==> config.mk <==
export PLATFORM = sky130hd
export DESIGN_NAME = demux_sec_flat
export DESIGN_NICKNAME = d
export VERILOG_FILES = /design/src/rtl/demux_sec_if.sv /design/src/rtl/demux_sec.sv /design/src/flat_wrapper.sv
export SDC_FILE = /design/constraint.sdc
export NUM_CORES = 1
export LEC_CHECK = 0
export ABC_AREA = 0
export CAP_MARGIN = 10
export CORE_AREA = 8 8 54 61
export CTS_CLUSTER_DIAMETER = 50
export CTS_CLUSTER_SIZE = 10
export DETAILED_ROUTE_END_ITERATION = 12
export DIE_AREA = 0 0 62 69
export GPL_ROUTABILITY_DRIVEN = 0
export PLACE_DENSITY = 0.75
export SLEW_MARGIN = 15
export SYNTH_ARGS = -nofsm -noshare
export SYNTH_HDL_FRONTEND = slang
export SYNTH_SLANG_ARGS = --single-unit
==> constraint.sdc <==
create_clock -name i_Clk -period 1.5 [get_ports i_Clk]
set_input_delay 0.375 -clock i_Clk [delete_from_list [all_inputs] [get_ports i_Clk]]
set_output_delay 0.375 -clock i_Clk [all_outputs]
set_load 0.005 [all_outputs]
==> src/rtl/demux_sec_if.sv <==
// Bus bundle for demux_sec: producer side (data, select, valid/ready),
// per-channel consumer outputs with acks, and the accepted-word counter.
interface demux_sec_if #(
    parameter int ANCHO = 4
);
    logic [ANCHO-1:0] i_Datos;
    logic [1:0]       i_Sel;
    logic             i_Valido;
    logic             o_Listo;
    logic [ANCHO-1:0] o_Salida_0;
    logic [ANCHO-1:0] o_Salida_1;
    logic [ANCHO-1:0] o_Salida_2;
    logic [ANCHO-1:0] o_Salida_3;
    logic [3:0]       o_Valido;
    logic [3:0]       i_Ack;
    logic [7:0]       o_Cuenta;

    modport master (
        output i_Datos, i_Sel, i_Valido, i_Ack,
        input  o_Listo, o_Salida_0, o_Salida_1, o_Salida_2, o_Salida_3,
               o_Valido, o_Cuenta
    );

    modport slave (
        input  i_Datos, i_Sel, i_Valido, i_Ack,
        output o_Listo, o_Salida_0, o_Salida_1, o_Salida_2, o_Salida_3,
               o_Valido, o_Cuenta
    );
endinterface

==> src/rtl/demux_sec.sv <==
// Sequential 1-to-4 demultiplexer with one-word holding register per channel.
// Optional accepted-word counter enabled by macro DEMUX_SEC_CONTADOR_EN.
module demux_sec #(
    parameter int ANCHO = 4
) (
    input  logic        i_Clk,
    input  logic        i_Rst_n,
    demux_sec_if.slave  bus
);

    logic [ANCHO-1:0] dato_r [4];
    logic [3:0]       lleno_r;
    logic [3:0]       lleno_next_s;
    logic [3:0]       carga_s;
    logic [3:0]       entrega_s;
    logic             listo_s;
    logic             xfer_s;

    // Ready when the addressed channel is empty or is being drained this cycle.
    always_comb begin
        listo_s = 1'b0;
        if (!lleno_r[bus.i_Sel] || bus.i_Ack[bus.i_Sel]) begin
            listo_s = 1'b1;
        end else begin
            listo_s = 1'b0;
        end
    end

    assign xfer_s    = bus.i_Valido & listo_s;
    assign entrega_s = lleno_r & bus.i_Ack;

    // One-hot load strobe for the addressed channel.
    always_comb begin
        carga_s = 4'b0000;
        if (xfer_s) begin
            case (bus.i_Sel)
                2'd0:    carga_s = 4'b0001;
                2'd1:    carga_s = 4'b0010;
                2'd2:    carga_s = 4'b0100;
                2'd3:    carga_s = 4'b1000;
                default: carga_s = 4'b0000;
            endcase
        end else begin
            carga_s = 4'b0000;
        end
    end

    // A load on the same edge as a delivery keeps the channel full (no bubble).
    assign lleno_next_s = (lleno_r & ~entrega_s) | carga_s;

    // Holding registers and full flags; empty channels keep their last word.
    always_ff @(posedge i_Clk or negedge i_Rst_n) begin
        if (!i_Rst_n) begin
            for (int k = 0; k < 4; k++) begin
                dato_r[k] <= {ANCHO{1'b0}};
            end
            lleno_r <= 4'b0000;
        end else begin
            for (int k = 0; k < 4; k++) begin
                if (carga_s[k]) begin
                    dato_r[k] <= bus.i_Datos;
                end else begin
                    dato_r[k] <= dato_r[k];
                end
            end
            lleno_r <= lleno_next_s;
        end
    end

    assign bus.o_Listo    = listo_s;
    assign bus.o_Valido   = lleno_r;
    assign bus.o_Salida_0 = dato_r[0];
    assign bus.o_Salida_1 = dato_r[1];
    assign bus.o_Salida_2 = dato_r[2];
    assign bus.o_Salida_3 = dato_r[3];

`ifdef DEMUX_SEC_CONTADOR_EN
    logic [7:0] cuenta_r;

    // Accepted-word counter, wraps naturally at 8 bits.
    always_ff @(posedge i_Clk or negedge i_Rst_n) begin
        if (!i_Rst_n) begin
            cuenta_r <= 8'd0;
        end else if (xfer_s) begin
            cuenta_r <= cuenta_r + 8'd1;
        end else begin
            cuenta_r <= cuenta_r;
        end
    end

    assign bus.o_Cuenta = cuenta_r;
`else
    assign bus.o_Cuenta = 8'd0;
`endif

endmodule

==> src/flat_wrapper.sv <==
// flat-port wrapper written by rule: the top's interface ports become plain ports
module demux_sec_flat 
#(
    parameter int ANCHO = 4
)
  (i_Clk, i_Rst_n, bus_i_Datos, bus_i_Sel, bus_i_Valido, bus_i_Ack, bus_o_Listo, bus_o_Salida_0, bus_o_Salida_1, bus_o_Salida_2, bus_o_Salida_3, bus_o_Valido, bus_o_Cuenta);
  demux_sec_if #(.ANCHO(ANCHO)) bus_i ();
  input  logic i_Clk;
  input  logic i_Rst_n;
  input wire logic [$bits(bus_i.i_Datos)-1:0] bus_i_Datos;
  input wire logic [$bits(bus_i.i_Sel)-1:0] bus_i_Sel;
  input wire logic [$bits(bus_i.i_Valido)-1:0] bus_i_Valido;
  input wire logic [$bits(bus_i.i_Ack)-1:0] bus_i_Ack;
  output wire logic [$bits(bus_i.o_Listo)-1:0] bus_o_Listo;
  output wire logic [$bits(bus_i.o_Salida_0)-1:0] bus_o_Salida_0;
  output wire logic [$bits(bus_i.o_Salida_1)-1:0] bus_o_Salida_1;
  output wire logic [$bits(bus_i.o_Salida_2)-1:0] bus_o_Salida_2;
  output wire logic [$bits(bus_i.o_Salida_3)-1:0] bus_o_Salida_3;
  output wire logic [$bits(bus_i.o_Valido)-1:0] bus_o_Valido;
  output wire logic [$bits(bus_i.o_Cuenta)-1:0] bus_o_Cuenta;
  assign bus_i.i_Datos = bus_i_Datos;
  assign bus_i.i_Sel = bus_i_Sel;
  assign bus_i.i_Valido = bus_i_Valido;
  assign bus_i.i_Ack = bus_i_Ack;
  assign bus_o_Listo = bus_i.o_Listo;
  assign bus_o_Salida_0 = bus_i.o_Salida_0;
  assign bus_o_Salida_1 = bus_i.o_Salida_1;
  assign bus_o_Salida_2 = bus_i.o_Salida_2;
  assign bus_o_Salida_3 = bus_i.o_Salida_3;
  assign bus_o_Valido = bus_i.o_Valido;
  assign bus_o_Cuenta = bus_i.o_Cuenta;
  demux_sec #(.ANCHO(ANCHO)) u_core (.i_Clk(i_Clk), .i_Rst_n(i_Rst_n), .bus(bus_i));
endmodule
Word level (Yosys, flattened, before mapping):

Index checks and enable logic that the tools add are counted.

* word-level logic and storage cells: 24
* input bits: 13
* output and inout port bits: 29
* flip-flop bits (word level): 20

* eq/ne operators: 3
* order comparisons: 1
* bitwise gates (word level): 5
* multiplexer cells: 7
* reductions and logical operators: 3

Operator list (number)
* one-hot mux 4 bit (4 select lines): 1
* bitwise AND 4 bit: 2
* binary-select mux 1 bit (select 2 bit): 2
* equality test 2 bit, second input constant: 2
* two-way mux 4 bit: 1
* NOT 4 bit: 1
* OR 4 bit: 1
* < comparator 2 x 3 -> 1 bit, second input constant: 1
* two-way mux 1 bit: 3
* equality test 2 x 1 -> 1 bit, second input constant: 1
* logical NOT 2 bit: 1
* bitwise AND 1 bit: 1
* logical NOT 1 bit: 1
* logical OR 1 bit: 1

Logic depth before layout (Yosys ltp):

* depth in word-level cells: 8
* depth in mapped cells: 4
* mapped depth without buffers: 3

Worst setup path after synthesis:

No wires, ideal clock.

* kind: input port to output port
* start point: input bus_i_Ack[3]
* end point: output bus_o_Listo
* data required time: 1.125 ns
* slack: 0.139 ns
* buffers on the path: 0
* arrival: 0.986 ns
* stages on the path: 2
* cell sequence: nand2b_1 mux4_2

* longest elaborated chain between the ends: 4

RTL lines
* start, declared: line flat_wrapper.sv:13 `input wire logic [$bits(bus_i.i_Ack)-1:0] bus_i_Ack;`
* binary-select mux 1 bit (select 2 bit): line demux_sec.sv:22 `if (!lleno_r[bus.i_Sel] || bus.i_Ack[bus.i_Sel]) begin`
* two-way mux 1 bit (not written as such): line demux_sec.sv:22
* logical OR 1 bit: line demux_sec.sv:22
* two-way mux 1 bit: line demux_sec.sv:22
* end, declared: line flat_wrapper.sv:14 `output wire logic [$bits(bus_i.o_Listo)-1:0] bus_o_Listo;`

No other way between the ends. The select of a mux whose other input is x is not followed.

Worst setup path in the final report:

* start point: register u_core.lleno_r[3] (netlist: u_core.bus.o_Valido[3])
* end point: output bus_o_Listo

* longest elaborated chain between the ends: 5

RTL lines
* start, declared: line demux_sec.sv:12 `logic [3:0] lleno_r;`
* start signal, assigned: line demux_sec.sv:66 `lleno_r <= lleno_next_s;`
* binary-select mux 1 bit (select 2 bit): line demux_sec.sv:22
* two-way mux 1 bit (not written as such): line demux_sec.sv:22
* logical NOT 1 bit: line demux_sec.sv:22
* logical OR 1 bit: line demux_sec.sv:22
* two-way mux 1 bit: line demux_sec.sv:22

No other way between the ends. The select of a mux whose other input is x is not followed.

==> run metrics <==
Avg Vias per Cell 4.397; global route overflow 0; Slew Viols, Final 0; ys async rst share 100.0%; post-placement setup slack -0.7668 ns; HP Class input port to async pin; Post-Layout Cell Count 141; H-tree levels 1; vias in the first global route 766; Req. time, crit path 1.12 ns; CP max-delay cell mux4_2; most frequent cells in the layout 26 x dlygate4sd2_1, 20 x dfrtp_1, 15 x mux2_2; CTS sink count 20; die extent in x 62 um; cell area after synthesis 867.1 um2; commonest non-fill, non-tap cell in the layout dlygate4sd2_1; max incr delay on CP 0.46 ns; Worst R2R Start u_core.bus.o_Valido[1]$_DFF_PN0_; Leak ~0.00068 uW; Initial Utilization 36.84%; crit path DAT 1.34 ns; via count 620; syn_area_per_cell 13.76 um2; Post-synth EDFFs 0; number of distinct library cells after synthesis 15; endpoint type of the worst setup path output pin; Setup crit start kind register; R2R depth 6; Top Ports 42; Peak VDD IR about 590 uV; Routed WL 2124 um; largest net degree at the start of global routing 21; Final Cycle Share 114.7%; crit-path cells nand2b_4, mux4_2, buf_2; most used flip-flop cell after synthesis dfrtp_1; Fmax achieved 581.4 MHz; initial antenna violation count 0; drt pass-1 iters 3; Setup Skew 0.0005219 ns; Final Net Count 125; FP Rows 19; cts hold-fix bufs 0; Setup violations, final 1; core area 2354 um2; Fin Hold WS 0.4063 ns; worst skew pair latency slightly below 0.3 ns; post-DR wirelength/cell 15.06 um; Final Hold Fails 0; FF-to-FF End u_core.bus.o_Salida_1[3]$_DFFE_PN0P_; fin crit period 1.720 ns; Detail Route Antenna Nets 0; ANT cells 0; initial DRC count 20; placed cell areas 1250 um2; Maximum Capacitance Violations 0; placed cells 132; Pwr Density 975.8 nW/um2; Die Area between 4000 and 5000 um2; RSZ-0062 raised after global routing true; GRT Total Usage 10.70%; flop2flop setup slack 0.08 ns; Bufs and invs on worst path 1; Fillers 224; Seq/Total Area, Yosys 57.72%; CTS Buf Count 3; share of cells above drive strength 1 38.18%; final core occ 56.67%; Root Driver clkbuf_4; first-pass GRT wire length 3505 um; CTS tree done; Synth Instances 63; cell family with most CP delay multiplexers; Synth warnings 0; number of stages on the worst setup path 3; fin area 1334 um2; Seq cells post-synth 20; Post-DP HPWL 1643 um; IO buf count 33; clock tree buffer depth 2; failing checks negative setup slack; Die Ht 69 um; largest fanout on the critical path 2; Final WS setup -0.2199 ns; clock transition at the registers of the reported paths 0.10 ns; Crit Path Class register to output pin; synth-to-layout area growth 53.82%; detailed-route DRC error count 0; status complete, but fails checks
[routing by layer]
| metal | wire [um] | global-route usage, % | up-vias |
|---|---|---|---|
| li1 | - | - | 292 |
| met1 | 822 | 11.39 | 295 |
| met2 | 1006 | 17.63 | 33 |
| met3 | 294 | 5.380 | 0 |
| met4 | 0 | 3.046 | 0 |
| met5 | 0 | 0 | - |
[power breakdown]
group	switching [uW]	internal [uW]	total, uW	leakage [uW]
Clock	148	93.3	241	0.0000138
Combinational	131	241	371	0.000420
Sequential	51.6	638	689	0.000242
Total	330	972	1300	0.000675
[worst max-delay path by stage]
stage | startpoint | endpoint | slack (ns)
after global routing | u_core.bus.o_Valido[3]$_DFF_PN0_ | bus_o_Listo | -0.28
final | u_core.bus.o_Valido[3]$_DFF_PN0_ | bus_o_Listo | -0.22
after floorplan | bus_i_Ack[3] | bus_o_Listo | 0.14
after global placement | bus_i_Ack[3] | bus_o_Listo | -0.73
after detailed placement | bus_i_Ack[3] | bus_o_Listo | -0.77
after CTS | u_core.bus.o_Valido[3]$_DFF_PN0_ | bus_o_Listo | -0.24
[flip-flops by register name, summed over array words and instances, names as in the netlist]
| name | cells |
|---|---|
| u_core.bus.o_Salida_0 | 4 |
| u_core.bus.o_Salida_2 | 4 |
| u_core.bus.o_Salida_1 | 4 |
| u_core.bus.o_Valido | 4 |
| u_core.bus.o_Salida_3 | 4 |
[synthesized netlist by cell type (all sizes together) (2+ instances only)]
library cell,count,area (um2)
buf,9,65.06
dfrtp,20,500.5
mux2,16,180.2
nand2,5,18.77
nand2b,4,25.02
nor2b,2,15.02
[per-stage QoR]
step	total power, uW	setup TNS (ns)
floorplan	833.1	0
global placement	1106	-6.232
global route	1382	-0.2790
detailed placement	1117	-6.740
finish	1302	-0.2199
CTS	1322	-0.2438
[logic make-up after synthesis]
logic type             count (synthesis)  share of synthesized area, %
DFF                                   20                         57.72
and+or+nand+nor                       15                         10.39
AOI/OAI and AO/OA                      1                        0.5766
other                                  1                        0.4325
buffers and inverters                  9                         7.503
muxes                                 17                         23.38
[timing repair]
item,CTS,global route
pin swaps,0,1
buffers inserted,5,1
setup endpoints to repair,36,7
gates resized for setup,38,3
[layout make-up]
class / instances / area, um2 / area share [%]
multi-input cells: 41 / 379.1 / 28.42
flip-flops and latches: 20 / 500.5 / 37.52
well taps: 31 / 38.79 / 2.908
clock buffers: 3 / 22.52 / 1.689
repair buffers: 46 / 392.9 / 29.46
(Power assumes the default switching activity.)
